`config.mk`:
```
export PLATFORM = sky130hd
export DESIGN_NAME = tlb_access_sched_flat
export DESIGN_NICKNAME = d
export VERILOG_FILES = /design/src/rtl/tlb_access_sched_if.sv /design/src/rtl/tlb_access_sched.sv /design/src/flat_wrapper.sv
export SDC_FILE = /design/constraint.sdc
export NUM_CORES = 1
export LEC_CHECK = 0
export CORE_AREA = 3 3 149 151
export CTS_BUF_LIST = sky130_fd_sc_hd__clkbuf_4
export CTS_CLUSTER_SIZE = 16
export DETAILED_ROUTE_END_ITERATION = 10
export DIE_AREA = 0 0 152 154
export PLACE_DENSITY = 0.59
export REMOVE_ABC_BUFFERS = 1
export SLEW_MARGIN = 20
export SYNTH_ARGS = -nofsm -noshare
export SYNTH_HDL_FRONTEND = slang
export SYNTH_SLANG_ARGS = --single-unit
```
`constraint.sdc`:
```
create_clock -name clk_i -period 3.37 [get_ports clk_i]
set_input_delay 0.674 -clock clk_i [delete_from_list [all_inputs] [get_ports clk_i]]
set_output_delay 0.674 -clock clk_i [all_outputs]
set_load 0.03 [all_outputs]
```
`src/rtl/tlb_access_sched_if.sv`:
```
// Bundle of requester handshakes, TLB port set and lookup response for tlb_access_sched.
interface tlb_access_sched_if #(
  parameter int unsigned ASID_WIDTH = 1
);
  // Instruction lookup requester
  logic                  i_valid_i;
  logic [31:0]           i_vaddr_i;
  logic [ASID_WIDTH-1:0] i_asid_i;
  logic                  i_ready_o;
  // Data lookup requester
  logic                  d_valid_i;
  logic [31:0]           d_vaddr_i;
  logic [ASID_WIDTH-1:0] d_asid_i;
  logic                  d_ready_o;
  // PTW refill requester
  logic                  u_valid_i;
  logic [19:0]           u_vpn_i;
  logic [8:0]            u_asid_i;
  logic                  u_is_4M_i;
  logic [31:0]           u_content_i;
  logic                  u_ready_o;
  // SFENCE flush requester
  logic                  f_valid_i;
  logic [31:0]           f_vaddr_i;
  logic [ASID_WIDTH-1:0] f_asid_i;
  logic                  f_ready_o;
  // TLB port set
  logic                  tlb_flush_o;
  logic [62:0]           tlb_update_o;
  logic                  tlb_lu_access_o;
  logic [31:0]           tlb_lu_vaddr_o;
  logic [ASID_WIDTH-1:0] tlb_lu_asid_o;
  logic [31:0]           tlb_vaddr_flush_o;
  logic [ASID_WIDTH-1:0] tlb_asid_flush_o;
  logic                  tlb_lu_hit_i;
  logic                  tlb_lu_is_4M_i;
  logic [31:0]           tlb_lu_content_i;
  // Registered lookup response
  logic                  resp_valid_o;
  logic                  resp_id_o;
  logic                  resp_hit_o;
  logic                  resp_is_4M_o;
  logic [31:0]           resp_content_o;
  logic [15:0]           miss_cnt_o;

  // Scheduler side
  modport slave (
    input  i_valid_i, i_vaddr_i, i_asid_i,
    input  d_valid_i, d_vaddr_i, d_asid_i,
    input  u_valid_i, u_vpn_i, u_asid_i, u_is_4M_i, u_content_i,
    input  f_valid_i, f_vaddr_i, f_asid_i,
    input  tlb_lu_hit_i, tlb_lu_is_4M_i, tlb_lu_content_i,
    output i_ready_o, d_ready_o, u_ready_o, f_ready_o,
    output tlb_flush_o, tlb_update_o, tlb_lu_access_o, tlb_lu_vaddr_o, tlb_lu_asid_o,
    output tlb_vaddr_flush_o, tlb_asid_flush_o,
    output resp_valid_o, resp_id_o, resp_hit_o, resp_is_4M_o, resp_content_o, miss_cnt_o
  );

  // Requester / TLB side
  modport master (
    output i_valid_i, i_vaddr_i, i_asid_i,
    output d_valid_i, d_vaddr_i, d_asid_i,
    output u_valid_i, u_vpn_i, u_asid_i, u_is_4M_i, u_content_i,
    output f_valid_i, f_vaddr_i, f_asid_i,
    output tlb_lu_hit_i, tlb_lu_is_4M_i, tlb_lu_content_i,
    input  i_ready_o, d_ready_o, u_ready_o, f_ready_o,
    input  tlb_flush_o, tlb_update_o, tlb_lu_access_o, tlb_lu_vaddr_o, tlb_lu_asid_o,
    input  tlb_vaddr_flush_o, tlb_asid_flush_o,
    input  resp_valid_o, resp_id_o, resp_hit_o, resp_is_4M_o, resp_content_o, miss_cnt_o
  );
endinterface

```
`src/rtl/tlb_access_sched.sv`:
```
// Arbiter/sequencer sharing one TLB lookup/update/flush port set between
// instruction lookup, data lookup, PTW refill and SFENCE flush requesters.
module tlb_access_sched #(
  parameter int unsigned ASID_WIDTH   = 1,
  parameter int unsigned STARVE_LIMIT = 4
) (
  input logic               clk_i,
  input logic               rst_i,
  tlb_access_sched_if.slave bus
);

  typedef enum logic [1:0] {IDLE, FLUSH, FLUSH_BUB} state_e;

  state_e                state_q, state_d;
  logic                  rr_q;            // 0: I wins a tie, 1: D wins a tie
  logic [2:0]            starve_i_q, starve_d_q;
  logic                  promo_i, promo_d;
  logic                  grant_f, grant_u, grant_i, grant_d, grant_lu;

  logic                  flush_q;
  logic [31:0]           flush_vaddr_q;
  logic [ASID_WIDTH-1:0] flush_asid_q;

  logic                  resp_valid_q, resp_id_q, resp_hit_q, resp_is_4M_q;
  logic [31:0]           resp_content_q;
  logic [15:0]           miss_cnt_q;

  assign promo_i  = bus.i_valid_i && (32'(starve_i_q) >= STARVE_LIMIT);
  assign promo_d  = bus.d_valid_i && (32'(starve_d_q) >= STARVE_LIMIT);
  assign grant_lu = grant_i | grant_d;

  // State register
  always_ff @(posedge clk_i or posedge rst_i) begin
    if (rst_i) state_q <= IDLE;
    else       state_q <= state_d;
  end

  // Next state: a flush grant walks through the flush cycle and one bubble
  always_comb begin
    state_d = state_q;
    case (state_q)
      IDLE:      if (bus.f_valid_i) state_d = FLUSH;
      FLUSH:     state_d = FLUSH_BUB;
      FLUSH_BUB: state_d = IDLE;
      default:   state_d = IDLE;
    endcase
  end

  // Grant selection: flush, then starved lookups, then refill, then round-robin lookups
  always_comb begin
    grant_f = 1'b0;
    grant_u = 1'b0;
    grant_i = 1'b0;
    grant_d = 1'b0;
    if (state_q == IDLE) begin
      if (bus.f_valid_i) begin
        grant_f = 1'b1;
      end else if (promo_i && promo_d) begin
        grant_i = !rr_q;
        grant_d = rr_q;
      end else if (promo_i || promo_d) begin
        grant_i = promo_i;
        grant_d = promo_d;
      end else if (bus.u_valid_i) begin
        grant_u = 1'b1;
      end else if (bus.i_valid_i && bus.d_valid_i) begin
        grant_i = !rr_q;
        grant_d = rr_q;
      end else begin
        grant_i = bus.i_valid_i;
        grant_d = bus.d_valid_i;
      end
    end
  end

  assign bus.f_ready_o = grant_f;
  assign bus.u_ready_o = grant_u;
  assign bus.i_ready_o = grant_i;
  assign bus.d_ready_o = grant_d;

  assign bus.tlb_update_o    = grant_u ? {1'b1, bus.u_is_4M_i, bus.u_vpn_i, bus.u_asid_i, bus.u_content_i}
                                       : '0;
  assign bus.tlb_lu_access_o = grant_lu;
  assign bus.tlb_lu_vaddr_o  = grant_i ? bus.i_vaddr_i : (grant_d ? bus.d_vaddr_i : '0);
  assign bus.tlb_lu_asid_o   = grant_i ? bus.i_asid_i  : (grant_d ? bus.d_asid_i  : '0);

  // Round-robin pointer moves to the other lookup port after each lookup grant
  always_ff @(posedge clk_i or posedge rst_i) begin
    if (rst_i)        rr_q <= 1'b0;
    else if (grant_i) rr_q <= 1'b1;
    else if (grant_d) rr_q <= 1'b0;
  end

  // Starve counters: count denied pending cycles, saturating, cleared on grant or idle
  always_ff @(posedge clk_i or posedge rst_i) begin
    if (rst_i) begin
      starve_i_q <= '0;
      starve_d_q <= '0;
    end else begin
      if (!bus.i_valid_i || grant_i) starve_i_q <= '0;
      else if (starve_i_q != '1)     starve_i_q <= starve_i_q + 3'd1;
      if (!bus.d_valid_i || grant_d) starve_d_q <= '0;
      else if (starve_d_q != '1)     starve_d_q <= starve_d_q + 3'd1;
    end
  end

  // Flush strobe and target registers; reset aborts an in-flight flush
  always_ff @(posedge clk_i or posedge rst_i) begin
    if (rst_i) begin
      flush_q       <= 1'b0;
      flush_vaddr_q <= '0;
      flush_asid_q  <= '0;
    end else begin
      flush_q <= grant_f;
      if (grant_f) begin
        flush_vaddr_q <= bus.f_vaddr_i;
        flush_asid_q  <= bus.f_asid_i;
      end
    end
  end

  // Lookup response capture and saturating miss counter
  always_ff @(posedge clk_i or posedge rst_i) begin
    if (rst_i) begin
      resp_valid_q   <= 1'b0;
      resp_id_q      <= 1'b0;
      resp_hit_q     <= 1'b0;
      resp_is_4M_q   <= 1'b0;
      resp_content_q <= '0;
      miss_cnt_q     <= '0;
    end else begin
      resp_valid_q <= grant_lu;
      if (grant_lu) begin
        resp_id_q      <= grant_d;
        resp_hit_q     <= bus.tlb_lu_hit_i;
        resp_is_4M_q   <= bus.tlb_lu_is_4M_i;
        resp_content_q <= bus.tlb_lu_content_i;
      end
      if (grant_lu && !bus.tlb_lu_hit_i && (miss_cnt_q != '1))
        miss_cnt_q <= miss_cnt_q + 16'd1;
    end
  end

  assign bus.tlb_flush_o       = flush_q;
  assign bus.tlb_vaddr_flush_o = flush_vaddr_q;
  assign bus.tlb_asid_flush_o  = flush_asid_q;
  assign bus.resp_valid_o      = resp_valid_q;
  assign bus.resp_id_o         = resp_id_q;
  assign bus.resp_hit_o        = resp_hit_q;
  assign bus.resp_is_4M_o      = resp_is_4M_q;
  assign bus.resp_content_o    = resp_content_q;
  assign bus.miss_cnt_o        = miss_cnt_q;

endmodule

```
`src/flat_wrapper.sv`:
```
// flat-port wrapper written by rule: the top's interface ports become plain ports
module tlb_access_sched_flat 
#(
  parameter int unsigned ASID_WIDTH   = 1,
  parameter int unsigned STARVE_LIMIT = 4
)
  (clk_i, rst_i, bus_i_valid_i, bus_i_vaddr_i, bus_i_asid_i, bus_d_valid_i, bus_d_vaddr_i, bus_d_asid_i, bus_u_valid_i, bus_u_vpn_i, bus_u_asid_i, bus_u_is_4M_i, bus_u_content_i, bus_f_valid_i, bus_f_vaddr_i, bus_f_asid_i, bus_tlb_lu_hit_i, bus_tlb_lu_is_4M_i, bus_tlb_lu_content_i, bus_i_ready_o, bus_d_ready_o, bus_u_ready_o, bus_f_ready_o, bus_tlb_flush_o, bus_tlb_update_o, bus_tlb_lu_access_o, bus_tlb_lu_vaddr_o, bus_tlb_lu_asid_o, bus_tlb_vaddr_flush_o, bus_tlb_asid_flush_o, bus_resp_valid_o, bus_resp_id_o, bus_resp_hit_o, bus_resp_is_4M_o, bus_resp_content_o, bus_miss_cnt_o);
  tlb_access_sched_if #(.ASID_WIDTH(ASID_WIDTH)) bus_i ();
  input logic clk_i;
  input logic rst_i;
  input wire logic [$bits(bus_i.i_valid_i)-1:0] bus_i_valid_i;
  input wire logic [$bits(bus_i.i_vaddr_i)-1:0] bus_i_vaddr_i;
  input wire logic [$bits(bus_i.i_asid_i)-1:0] bus_i_asid_i;
  input wire logic [$bits(bus_i.d_valid_i)-1:0] bus_d_valid_i;
  input wire logic [$bits(bus_i.d_vaddr_i)-1:0] bus_d_vaddr_i;
  input wire logic [$bits(bus_i.d_asid_i)-1:0] bus_d_asid_i;
  input wire logic [$bits(bus_i.u_valid_i)-1:0] bus_u_valid_i;
  input wire logic [$bits(bus_i.u_vpn_i)-1:0] bus_u_vpn_i;
  input wire logic [$bits(bus_i.u_asid_i)-1:0] bus_u_asid_i;
  input wire logic [$bits(bus_i.u_is_4M_i)-1:0] bus_u_is_4M_i;
  input wire logic [$bits(bus_i.u_content_i)-1:0] bus_u_content_i;
  input wire logic [$bits(bus_i.f_valid_i)-1:0] bus_f_valid_i;
  input wire logic [$bits(bus_i.f_vaddr_i)-1:0] bus_f_vaddr_i;
  input wire logic [$bits(bus_i.f_asid_i)-1:0] bus_f_asid_i;
  input wire logic [$bits(bus_i.tlb_lu_hit_i)-1:0] bus_tlb_lu_hit_i;
  input wire logic [$bits(bus_i.tlb_lu_is_4M_i)-1:0] bus_tlb_lu_is_4M_i;
  input wire logic [$bits(bus_i.tlb_lu_content_i)-1:0] bus_tlb_lu_content_i;
  output wire logic [$bits(bus_i.i_ready_o)-1:0] bus_i_ready_o;
  output wire logic [$bits(bus_i.d_ready_o)-1:0] bus_d_ready_o;
  output wire logic [$bits(bus_i.u_ready_o)-1:0] bus_u_ready_o;
  output wire logic [$bits(bus_i.f_ready_o)-1:0] bus_f_ready_o;
  output wire logic [$bits(bus_i.tlb_flush_o)-1:0] bus_tlb_flush_o;
  output wire logic [$bits(bus_i.tlb_update_o)-1:0] bus_tlb_update_o;
  output wire logic [$bits(bus_i.tlb_lu_access_o)-1:0] bus_tlb_lu_access_o;
  output wire logic [$bits(bus_i.tlb_lu_vaddr_o)-1:0] bus_tlb_lu_vaddr_o;
  output wire logic [$bits(bus_i.tlb_lu_asid_o)-1:0] bus_tlb_lu_asid_o;
  output wire logic [$bits(bus_i.tlb_vaddr_flush_o)-1:0] bus_tlb_vaddr_flush_o;
  output wire logic [$bits(bus_i.tlb_asid_flush_o)-1:0] bus_tlb_asid_flush_o;
  output wire logic [$bits(bus_i.resp_valid_o)-1:0] bus_resp_valid_o;
  output wire logic [$bits(bus_i.resp_id_o)-1:0] bus_resp_id_o;
  output wire logic [$bits(bus_i.resp_hit_o)-1:0] bus_resp_hit_o;
  output wire logic [$bits(bus_i.resp_is_4M_o)-1:0] bus_resp_is_4M_o;
  output wire logic [$bits(bus_i.resp_content_o)-1:0] bus_resp_content_o;
  output wire logic [$bits(bus_i.miss_cnt_o)-1:0] bus_miss_cnt_o;
  assign bus_i.i_valid_i = bus_i_valid_i;
  assign bus_i.i_vaddr_i = bus_i_vaddr_i;
  assign bus_i.i_asid_i = bus_i_asid_i;
  assign bus_i.d_valid_i = bus_d_valid_i;
  assign bus_i.d_vaddr_i = bus_d_vaddr_i;
  assign bus_i.d_asid_i = bus_d_asid_i;
  assign bus_i.u_valid_i = bus_u_valid_i;
  assign bus_i.u_vpn_i = bus_u_vpn_i;
  assign bus_i.u_asid_i = bus_u_asid_i;
  assign bus_i.u_is_4M_i = bus_u_is_4M_i;
  assign bus_i.u_content_i = bus_u_content_i;
  assign bus_i.f_valid_i = bus_f_valid_i;
  assign bus_i.f_vaddr_i = bus_f_vaddr_i;
  assign bus_i.f_asid_i = bus_f_asid_i;
  assign bus_i.tlb_lu_hit_i = bus_tlb_lu_hit_i;
  assign bus_i.tlb_lu_is_4M_i = bus_tlb_lu_is_4M_i;
  assign bus_i.tlb_lu_content_i = bus_tlb_lu_content_i;
  assign bus_i_ready_o = bus_i.i_ready_o;
  assign bus_d_ready_o = bus_i.d_ready_o;
  assign bus_u_ready_o = bus_i.u_ready_o;
  assign bus_f_ready_o = bus_i.f_ready_o;
  assign bus_tlb_flush_o = bus_i.tlb_flush_o;
  assign bus_tlb_update_o = bus_i.tlb_update_o;
  assign bus_tlb_lu_access_o = bus_i.tlb_lu_access_o;
  assign bus_tlb_lu_vaddr_o = bus_i.tlb_lu_vaddr_o;
  assign bus_tlb_lu_asid_o = bus_i.tlb_lu_asid_o;
  assign bus_tlb_vaddr_flush_o = bus_i.tlb_vaddr_flush_o;
  assign bus_tlb_asid_flush_o = bus_i.tlb_asid_flush_o;
  assign bus_resp_valid_o = bus_i.resp_valid_o;
  assign bus_resp_id_o = bus_i.resp_id_o;
  assign bus_resp_hit_o = bus_i.resp_hit_o;
  assign bus_resp_is_4M_o = bus_i.resp_is_4M_o;
  assign bus_resp_content_o = bus_i.resp_content_o;
  assign bus_miss_cnt_o = bus_i.miss_cnt_o;
  tlb_access_sched #(.ASID_WIDTH(ASID_WIDTH), .STARVE_LIMIT(STARVE_LIMIT)) u_core (.clk_i(clk_i), .rst_i(rst_i), .bus(bus_i));
endmodule
```
==> results.toml <==
[yosys]
syn_inst = 372
synth_edf_count = 0
avgSynthCellArea_sq_um = 12.6
synth.most_common_cell = "dfrtp_1"
synth_area_sq_mm = 0.00468
ys_types = 36
synth_seq_cells = 95
synthArstFlopShare = 1.00
ys.flop_type = "dfrtp_1"
yosys_warnings = 0
synthTopCellsByArea = "dfrtp_1 51%, mux2_2 16%, and2_1 8.4%"
yosysTopAreaCellShare = 0.507
ys_seq_area_frac = 0.507
synth_common_cells = "95 x dfrtp_1, 66 x mux2_2, 63 x and2_1"
yosysTopAreaCell = "dfrtp_1"

[sta]
period_share = 0.932
finalMaxSlewViolations = 0
hold_violations = 0
fmax_mhz = 319
period_needed_ps = 3140
setup_viol = 0
tightest_slew_ps = 591
rsz0062_at_grt = "false"
fin_skew_ps = 19.4
timing.slew.headroom = 0.603

[power_and_ir_drop]
power.leakage_uw = 0.00376
max-vdd-ir-drop_mv = 0.255
power.density_mw_per_mm2 = 505
power_uw = 4430

[clock_tree]
cts_buffers = 9
htree_levels = 3
holdBufCountCts = 0
cts_buffer_depth = 2
clkSinkCount = 95
cts-root-buf = "clkbuf_4"
cts_tree = "built"
clk_latency_ps = 460
path_clk_slew_ps = 160
post_cts_resized = 0
cts_setup_buffers = 0

[final_layout]
multi_input_area_sq_mm = 0.00213
design_area_sq_mm = 0.00877
register_area_sq_mm = 0.00238
fin_nets = 963
fillers = 1986
finalNonFillerCells = 1038
drive_above_1_share = 0.272
syn2layout_area_growth_pct = 87.3
final_util = 0.419

[route]
wl_per_cell_um = 16.7
wl_met2_um = 9550
via_count = 4468
drcViolationCount = 0
route.met3.wl_um = 1270
drt-pass1-iter-count = 4
drt_wl_total_um = 17300
drt_iter0_markers = 162
top_layer = "met4"
ant_nets = 0
wl_met1_um = 6190
vias_per_cell = 4.30

[placed_design]
gp_congestion = 0.839
dp.cells = 1021
port_buffers = 387
placedInstanceArea_sq_mm = 0.00863
place_hpwl_um = 14200

[run]
drv_cap = 0

[floorplan]
initial_utilization = 0.224
die_h_um = 154
core-area_sq_mm = 0.0210
io_pins = 388
die_area_sq_mm = 0.0234
die_w_um = 152
rows = 53

[setup_path]
worst_setup_path_start_kind = "input pin"
crit_path_end_kind = "output port"
path_class = "in2out"
reg2reg_slack_ps = 1110
critPathMaxFanout = 37
required_ps = 2700
critical_path_arrival_ps = 2470

[global_routing]
grt_antenna_before_repair = 2
grt_pass1_wl_um = 26600
overflow = 0
grt_util_all_layers = 0.143
grt_pass1_vias = 4892
grt_max_degree = 65

[hold_path]
hold_class = "reg2reg"

[status]
status = "finished clean"
[cell type report]
cell class / instances / share of cell area
diodes: 2 / 0.000570
clock buffers: 9 / 0.00770
clock inverters: 6 / 0.00784
inverters: 6 / 0.00285
multi-input cells: 248 / 0.242
flip-flops and latches: 95 / 0.271
well taps: 275 / 0.0392
repair buffers: 397 / 0.428
[metal layers]
| layer | GRT usage | vias up |
|---|---|---|
| met3 | 0.0388 | 20 |
| met2 | 0.277 | 242 |
| met4 | 0.0497 | 0 |
| li1 | - | 2067 |
| met1 | 0.146 | 2139 |
| met5 | 0 | - |
[worst max-delay path, cell delays in order]
cell and delay [ps]:
clkdlybuf4s50_1 440, or3_1 500, a211oi_4 250, buf_12 230, a22o_1 180, buf_4 160
[flip-flops by register name, summed over array words and instances (netlist names), 2 cells and up]
name,cells
u_core.state_q,2
u_core.bus.miss_cnt_o,16
u_core.starve_i_q,3
u_core.starve_d_q,3
u_core.bus.tlb_vaddr_flush_o,32
u_core.bus.resp_content_o,32
[power by group]
part | leakage, uW | internal (uW) | switching [uW]
Sequential | 0.00115 | 1430 | 178
Clock | 0.0000728 | 228 | 413
Combinational | 0.00254 | 1040 | 1140
[per-stage QoR]
stage / hold slack, ps / worst slack, ps / TNS (ps)
after floorplan: 458 / -176 / -10930
final: 510 / 230 / 0
after CTS: 518 / 207 / 0
after detailed placement: 482 / 220 / 0
after global routing: 536 / 131 / 0
after global placement: 474 / 252 / 0
[placed cells by master, fill, tap and decap left out, types with 3 or more instances in the layout]
master,netlist,layout
a211oi_4,3,3
a22o_1,34,34
and2_1,63,63
and3_2,3,3
buf_12,0,5
buf_4,2,106
clkbuf_4,0,9
clkdlybuf4s50_1,0,286
dfrtp_1,95,95
ha_1,5,5
inv_1,6,5
mux2_2,66,66
mux2i_1,5,5
nand2_1,3,3
nand2b_1,3,3
nand3_1,5,5
nand3_2,3,3
nand4_1,8,8
nor2_1,10,10
xnor2_1,14,14
[path summary, 6_finish.rpt]
path	from	end	cells after the start
max	bus_f_valid_i	bus_tlb_lu_vaddr_o[7]	6
min	u_core.bus.miss_cnt_o[8]$_DFFE_PP0P_	u_core.bus.miss_cnt_o[8]$_DFFE_PP0P_	1
max reg2reg	u_core.bus.miss_cnt_o[0]$_DFFE_PP0P_	u_core.bus.miss_cnt_o[1]$_DFFE_PP0P_	6
min reg2reg	u_core.bus.miss_cnt_o[8]$_DFFE_PP0P_	u_core.bus.miss_cnt_o[8]$_DFFE_PP0P_	1
max in group asynchronous	rst_i	u_core.bus.tlb_vaddr_flush_o[3]$_DFFE_PP0P_	3
min in group asynchronous	rst_i	u_core.bus.resp_content_o[8]$_DFFE_PP0P_	2
[kinds of logic after synthesis]
group,share of synthesized area
buffers and inverters,0.0398
AO/OA/AOI/OAI,0.0873
AND/OR/NAND/NOR,0.148
adder cells (fa/ha/maj),0.0134
XOR/XNOR,0.0299
flip-flops,0.507
multiplexers,0.174
(Power assumes the default switching activity.)
